--- config.mk ---
export PLATFORM = sky130hd
export DESIGN_NAME = sitcp_tx_framer_flat
export DESIGN_NICKNAME = d
export VERILOG_FILES = /design/src/rtl/sitcp_tx_framer_if.sv /design/src/rtl/sitcp_tx_framer.sv /design/src/flat_wrapper.sv
export SDC_FILE = /design/constraint.sdc
export NUM_CORES = 1
export LEC_CHECK = 0
export CORE_MARGIN = 2
export CORE_UTILIZATION = 34
export CTS_BUF_LIST = sky130_fd_sc_hd__clkbuf_8
export CTS_CLUSTER_SIZE = 30
export DETAILED_ROUTE_END_ITERATION = 10
export DONT_BUFFER_PORTS = 1
export PLACE_DENSITY = 0.57
export SETUP_SLACK_MARGIN = 0.5
export SYNTH_ARGS = -nofsm -noshare
export SYNTH_HDL_FRONTEND = slang
export SYNTH_SLANG_ARGS = --single-unit
export TNS_END_PERCENT = 100
--- constraint.sdc ---
create_clock -name CLK -period 2.3 [get_ports CLK]
set_input_delay 0.46 -clock CLK [delete_from_list [all_inputs] [get_ports CLK]]
set_output_delay 0.46 -clock CLK [all_outputs]
set_load 0.1 [all_outputs]
--- src/rtl/sitcp_tx_framer_if.sv ---
`default_nettype none
// ============================================================================
// sitcp_tx_framer_if : byte-source channels, SiTCP TX port and framer status
// Revision: 1.0
// ============================================================================
interface sitcp_tx_framer_if #(
  parameter int N_CH = 4
);
  logic              TCP_OPEN_ACK;
  logic [N_CH-1:0]   CH_EN;
  logic [N_CH-1:0]   CH_VALID;
  logic [8*N_CH-1:0] CH_DATA;
  logic [N_CH-1:0]   CH_LAST;
  logic [N_CH-1:0]   CH_READY;
  logic              TCP_TX_FULL;
  logic              TCP_TX_WR;
  logic [7:0]        TCP_TX_DATA;
  logic              BUSY;
  logic [31:0]       FRAME_CNT;
  logic [15:0]       ABORT_CNT;

  modport master (
    input  TCP_OPEN_ACK, CH_EN, CH_VALID, CH_DATA, CH_LAST, TCP_TX_FULL,
    output CH_READY, TCP_TX_WR, TCP_TX_DATA, BUSY, FRAME_CNT, ABORT_CNT
  );

  modport slave (
    output TCP_OPEN_ACK, CH_EN, CH_VALID, CH_DATA, CH_LAST, TCP_TX_FULL,
    input  CH_READY, TCP_TX_WR, TCP_TX_DATA, BUSY, FRAME_CNT, ABORT_CNT
  );
endinterface
`default_nettype wire

--- src/rtl/sitcp_tx_framer.sv ---
`default_nettype none
// ============================================================================
// sitcp_tx_framer : round-robin framer of N_CH byte streams onto SiTCP TX
// Revision: 1.0
// ============================================================================
module sitcp_tx_framer #(
  parameter int N_CH    = 4,
  parameter int BURST   = 64,
  parameter int IDLE_TO = 1024
) (
  input wire                CLK,
  input wire                RSTn,
  sitcp_tx_framer_if.master bus
);

  localparam int SW = $clog2(IDLE_TO + 1);

  typedef enum logic [2:0] {
    IDLE    = 3'd0,
    HDR0    = 3'd1,
    HDR1    = 3'd2,
    PAYLOAD = 3'd3,
    TRAILER = 3'd4
  } state_t;

  state_t        state;
  logic [3:0]    grant;
  logic [3:0]    last_grant;
  logic [7:0]    pay_cnt;
  logic [SW-1:0] stall_cnt;
  logic          tx_wr;
  logic [7:0]    tx_data;
  logic [31:0]   frame_cnt;
  logic [15:0]   abort_cnt;

  logic [15:0]     elig;
  logic [15:0]     valid_w;
  logic [15:0]     last_w;
  logic [N_CH-1:0] grant_oh;
  logic            any_elig;
  logic [3:0]      rr_pick;
  logic            xfer;
  logic [7:0]      xfer_byte;
  logic [7:0]      pay_next;

  // Channel vectors are widened to 16 bits so a 4-bit grant can index them.
  assign elig      = 16'(bus.CH_EN & bus.CH_VALID & {N_CH{bus.TCP_OPEN_ACK}});
  assign valid_w   = 16'(bus.CH_VALID);
  assign last_w    = 16'(bus.CH_LAST);
  assign grant_oh  = N_CH'(1) << grant;
  assign xfer_byte = 8'(bus.CH_DATA >> {grant, 3'b000});
  assign pay_next  = pay_cnt + 8'd1;
  assign xfer      = (state == PAYLOAD) & bus.TCP_OPEN_ACK & ~bus.TCP_TX_FULL & valid_w[grant];

  // Scan farthest-first so the nearest eligible channel after last_grant wins.
  always_comb begin
    any_elig = 1'b0;
    rr_pick  = last_grant;
    for (int k = N_CH; k >= 1; k--) begin
      if (elig[4'((int'(last_grant) + k) % N_CH)]) begin
        any_elig = 1'b1;
        rr_pick  = 4'((int'(last_grant) + k) % N_CH);
      end
    end
  end

  always_ff @(posedge CLK) begin
    if (!RSTn) begin
      state      <= IDLE;
      grant      <= 4'd0;
      last_grant <= 4'(N_CH - 1);
      pay_cnt    <= 8'd0;
      stall_cnt  <= '0;
      tx_wr      <= 1'b0;
      tx_data    <= 8'h00;
      frame_cnt  <= 32'd0;
      abort_cnt  <= 16'd0;
    end else begin
      tx_wr <= 1'b0;
      if (state != IDLE && !bus.TCP_OPEN_ACK) begin
        state <= IDLE;
        if (abort_cnt != 16'hFFFF) abort_cnt <= abort_cnt + 16'd1;
      end else begin
        case (state)
          IDLE: begin
            if (any_elig) begin
              grant      <= rr_pick;
              last_grant <= rr_pick;
              pay_cnt    <= 8'd0;
              stall_cnt  <= '0;
              state      <= HDR0;
            end
          end
          HDR0: begin
            if (!bus.TCP_TX_FULL) begin
              tx_wr   <= 1'b1;
              tx_data <= 8'hA5;
              state   <= HDR1;
            end
          end
          HDR1: begin
            if (!bus.TCP_TX_FULL) begin
              tx_wr   <= 1'b1;
              tx_data <= {4'h0, grant};
              state   <= PAYLOAD;
            end
          end
          PAYLOAD: begin
            if (xfer) begin
              tx_wr     <= 1'b1;
              tx_data   <= xfer_byte;
              pay_cnt   <= pay_next;
              stall_cnt <= '0;
              if (last_w[grant] || pay_next == 8'(BURST)) state <= TRAILER;
            end else if (stall_cnt == SW'(IDLE_TO - 1)) begin
              state <= TRAILER;
            end else begin
              stall_cnt <= stall_cnt + SW'(1);
            end
          end
          TRAILER: begin
            if (!bus.TCP_TX_FULL) begin
              tx_wr     <= 1'b1;
              tx_data   <= pay_cnt;
              frame_cnt <= frame_cnt + 32'd1;
              state     <= IDLE;
            end
          end
          default: state <= IDLE;
        endcase
      end
    end
  end

  assign bus.CH_READY    = (state == PAYLOAD && bus.TCP_OPEN_ACK && !bus.TCP_TX_FULL) ? grant_oh : '0;
  assign bus.TCP_TX_WR   = tx_wr;
  assign bus.TCP_TX_DATA = tx_data;
  assign bus.BUSY        = (state != IDLE);
  assign bus.FRAME_CNT   = frame_cnt;
  assign bus.ABORT_CNT   = abort_cnt;

endmodule
`default_nettype wire

--- src/flat_wrapper.sv ---
// flat-port wrapper written by rule: the top's interface ports become plain ports
module sitcp_tx_framer_flat 
#(
  parameter int N_CH    = 4,
  parameter int BURST   = 64,
  parameter int IDLE_TO = 1024
)
  (CLK, RSTn, bus_TCP_OPEN_ACK, bus_CH_EN, bus_CH_VALID, bus_CH_DATA, bus_CH_LAST, bus_TCP_TX_FULL, bus_CH_READY, bus_TCP_TX_WR, bus_TCP_TX_DATA, bus_BUSY, bus_FRAME_CNT, bus_ABORT_CNT);
  sitcp_tx_framer_if #(.N_CH(N_CH)) bus_i ();
  input wire CLK;
  input wire RSTn;
  input wire logic [$bits(bus_i.TCP_OPEN_ACK)-1:0] bus_TCP_OPEN_ACK;
  input wire logic [$bits(bus_i.CH_EN)-1:0] bus_CH_EN;
  input wire logic [$bits(bus_i.CH_VALID)-1:0] bus_CH_VALID;
  input wire logic [$bits(bus_i.CH_DATA)-1:0] bus_CH_DATA;
  input wire logic [$bits(bus_i.CH_LAST)-1:0] bus_CH_LAST;
  input wire logic [$bits(bus_i.TCP_TX_FULL)-1:0] bus_TCP_TX_FULL;
  output wire logic [$bits(bus_i.CH_READY)-1:0] bus_CH_READY;
  output wire logic [$bits(bus_i.TCP_TX_WR)-1:0] bus_TCP_TX_WR;
  output wire logic [$bits(bus_i.TCP_TX_DATA)-1:0] bus_TCP_TX_DATA;
  output wire logic [$bits(bus_i.BUSY)-1:0] bus_BUSY;
  output wire logic [$bits(bus_i.FRAME_CNT)-1:0] bus_FRAME_CNT;
  output wire logic [$bits(bus_i.ABORT_CNT)-1:0] bus_ABORT_CNT;
  assign bus_i.TCP_OPEN_ACK = bus_TCP_OPEN_ACK;
  assign bus_i.CH_EN = bus_CH_EN;
  assign bus_i.CH_VALID = bus_CH_VALID;
  assign bus_i.CH_DATA = bus_CH_DATA;
  assign bus_i.CH_LAST = bus_CH_LAST;
  assign bus_i.TCP_TX_FULL = bus_TCP_TX_FULL;
  assign bus_CH_READY = bus_i.CH_READY;
  assign bus_TCP_TX_WR = bus_i.TCP_TX_WR;
  assign bus_TCP_TX_DATA = bus_i.TCP_TX_DATA;
  assign bus_BUSY = bus_i.BUSY;
  assign bus_FRAME_CNT = bus_i.FRAME_CNT;
  assign bus_ABORT_CNT = bus_i.ABORT_CNT;
  sitcp_tx_framer #(.N_CH(N_CH), .BURST(BURST), .IDLE_TO(IDLE_TO)) u_core (.CLK(CLK), .RSTn(RSTn), .bus(bus_i));
endmodule
==> metrics.txt <==
Syn-to-layout area delta=42.07%; MaxCap Viol Count=0; Die X-Extent=118.7 µm; largest net degree at the start of global routing=36; fin crit period=2024 ps; most common cell after layout, fill and taps aside=buf_4; grt ovf=0; number of global-route vias before repair=around 4200; slew margin rel.=~56%; Clock Path Buffers=2; Syn Nets=between 500 and 600; Clock Root Buffer=clkbuf_8; CTS tree=yes; combinational group share of total power=about an eighth; CTS clk-pin slew, worst paths=approximately 90 ps; P_leak=between 0.002 and 0.0025 µW; most frequent cells in the layout=89 x buf_4, 59 x nor2_1, 39 x a21oi_1, 39 x nand2_1, 32 x o21ai_0; switching part of the total=roughly 30%; Worst-Margin Slew=between 600 and 700 ps; Post-Place Worst Slack=roughly 170 ps; outcome=completed; area leader, netlist=dfxtp_1; final setup vio count=0; Post-synth EDFFs=0; cell depth of the worst flop-to-flop path=9; die area=between 10000 and 15000 µm²; worst path arrival time=between 1500 and 2000 ps; cell area power density=between 400 and 500 nW/µm²; Min-Delay Path Class=in2reg; Setup crit start=u_core.state[1]; Num CTS Buffers=9; f_max=494.0 MHz; crit end category=output port; Hold Crit Start=RSTn; kind of critical path=reg2out; Clk network pwr share=about 36%; Sinks on Clock Net=83; worst-path fanout max=3; RSZ-0062 raised after global routing=true; Final Power=approximately 2800 µW; Hold Buf Count CTS=0; Mean Syn Cell Area=approximately 8.2 µm²; Cells after Synth=approximately 540; port bufs=0; Reg power frac=~51%; GRT Total Usage=a little under a fifth; Top Ports=between 100 and 150; FILL cells=between 1000 and 1500; synth unique cells=60; Synth Warn #=0; Diodes inserted=0; Iteration-0 DRC Markers=between 300 and 400; prevailing post-synth register cell=dfxtp_1; first-pass GRT wire length=21130 µm; flops & latches, synth=83; Pint=between 1500 and 2000 µW; drt via density=between 5 and 6; top cell type's share of synthesized area=approximately 37%; Critical Path Source Type=flop; Final Hold Viols=0; fin worst setup slack=275.7 ps; Total Routed Length=approximately 14000 µm; worst skew pair latency=380 ps; hold path depth=1; DR WL/cell=between 15 and 20 µm; P_sw=around 800 µW; H-Tree Depth=3; fin. max-slew vios=0; Max VDD drop=roughly 0.00022 V; part of the cycle the worst path needs=between 80% and 90%; sequential area share after synthesis=37.15%; initial antenna violation count=0; row count=41; Worst Path Required=1840 ps; # DRC=0; via count=~4600; Synth Cell Area=between 4000 and 5000 µm²; reg-to-reg startpoint=u_core.state[1]; Core ar.=roughly 13000 µm²; synth top area cells=dfxtp_1 37%, nor2_1 5.4%, a21oi_1 5.1%; area of the multi-input gates=approximately 3100 µm²; First-pass DRT Iterations=7; gpl congestion=around 0.9; FFs w/ async S/R, synth=0%; Die Height=118.7 µm; Storage cell area=~1800 µm²; HPWL Detailed=about 9300 µm; clock skew=11.93 ps; layout cells sized above 1=between 30% and 40%; fin nets=just under 700; aggregate negative setup slack=0 ps; antenna-violating nets left=0; Initial Utilization=about a third
worst max-delay path: stages, from the launching register on:
cell	delay, ps
dfxtp_4	370
buf_6	90
and3b_2	270
nand2_4	90
nor3_4	170
buf_12	200
cell families after synthesis:
| group | Yosys count | synth area share [%] |
|---|---|---|
| flops | 83 | 37.15 |
| xor+xnor | 30 | 5.874 |
| compound gates | 135 | 19.02 |
| fa+ha+maj | 4 | 1.119 |
| simple gates | 230 | 26.15 |
| buf+inv | 45 | 4.224 |
| mux | 16 | 6.462 |
final cells by class:
| cell class | count | share of cell area [%] |
|---|---|---|
| clock buffers | 9 | 1.949 |
| clock inverters | 7 | 0.8072 |
| well taps | 172 | 3.386 |
| inverters | 16 | 1.004 |
| multi-input cells | 416 | 48.24 |
| flip-flops and latches | 83 | 28.25 |
| repair buffers | 117 | 16.36 |
Yosys cell counts (5+ instances only):
master    instances
mux4_2            5
o211ai_1          5
nand2_1          43
a31oi_1           5
a21oi_1          46
xor2_1           17
nor4_1            6
clkbuf_1         20
o31ai_1           5
o21ai_0          37
dfxtp_1          83
and2_1            5
nor3_1           17
nand4_1          11
nand2b_1          5
and4_1            8
or4_1             5
and3_1            8
xnor2_1          13
mux2i_1           6
inv_1            16
or3_1            25
nor2_1           64
buf_2             7
nand3_1          25
registers in the layout (all words and copies together), names as in the netlist:
name and flops:
u_core.bus.FRAME_CNT 32, u_core.stall_cnt 11, u_core.bus.ABORT_CNT 16, u_core.pay_cnt 8, u_core.state 3, u_core.bus.TCP_TX_DATA 8
u_core.grant 2, u_core.last_grant 2, u_core.bus.TCP_TX_WR 1
worst paths after layout:
kind / to / slack, ps
setup reg to reg: u_core.stall_cnt[9] / 330
hold / removal: u_core.last_grant[0] / 150
setup / recovery: bus_CH_READY[2] / 280
hold reg to reg: u_core.bus.TCP_TX_DATA[2] / 470
power groups by stage:
stage	Clock, µW	Sequential, µW	Combinational [µW]
2_1_floorplan	0	1490	193
3_3_place_gp	0	1470	271
3_5_place_dp	0	1470	275
4_1_cts	1030	1430	311
5_1_grt	1110	1430	391
6_report	1000	1430	367
layer usage:
| metal | global-route usage (%) | vias up | share of wire, % | routed length [µm] |
|---|---|---|---|---|
| met3 | 5.405 | 23 | 7.8 | 1052 |
| li1 | - | 2220 | - | - |
| met2 | 30.21 | 177 | 48 | 6463 |
| met5 | 0 | - | 0 | 0 |
| met4 | 6.250 | 0 | 1.9 | 257 |
| met1 | 23.92 | 2183 | 43 | 5797 |
through the flow:
stage	area, µm²	hold slack, ps	cells	utilization, %
floorplan	4780	444.9	543	-
global placement	5463	447.9	764	42.94
detailed placement	5463	459.3	764	42.94
CTS	5959	150.5	801	46.84
global route	6355	128.4	820	49.95
finish	6355	146.9	820	49.95
what timing repair did:
item	in CTS	in global routing
endpoints found under the setup margin	67	77
buffers inserted	20	19
cloned	1	0
pin swaps	18	22
resized for setup	41	52
Note: power is estimated with default switching activity, not from simulation.
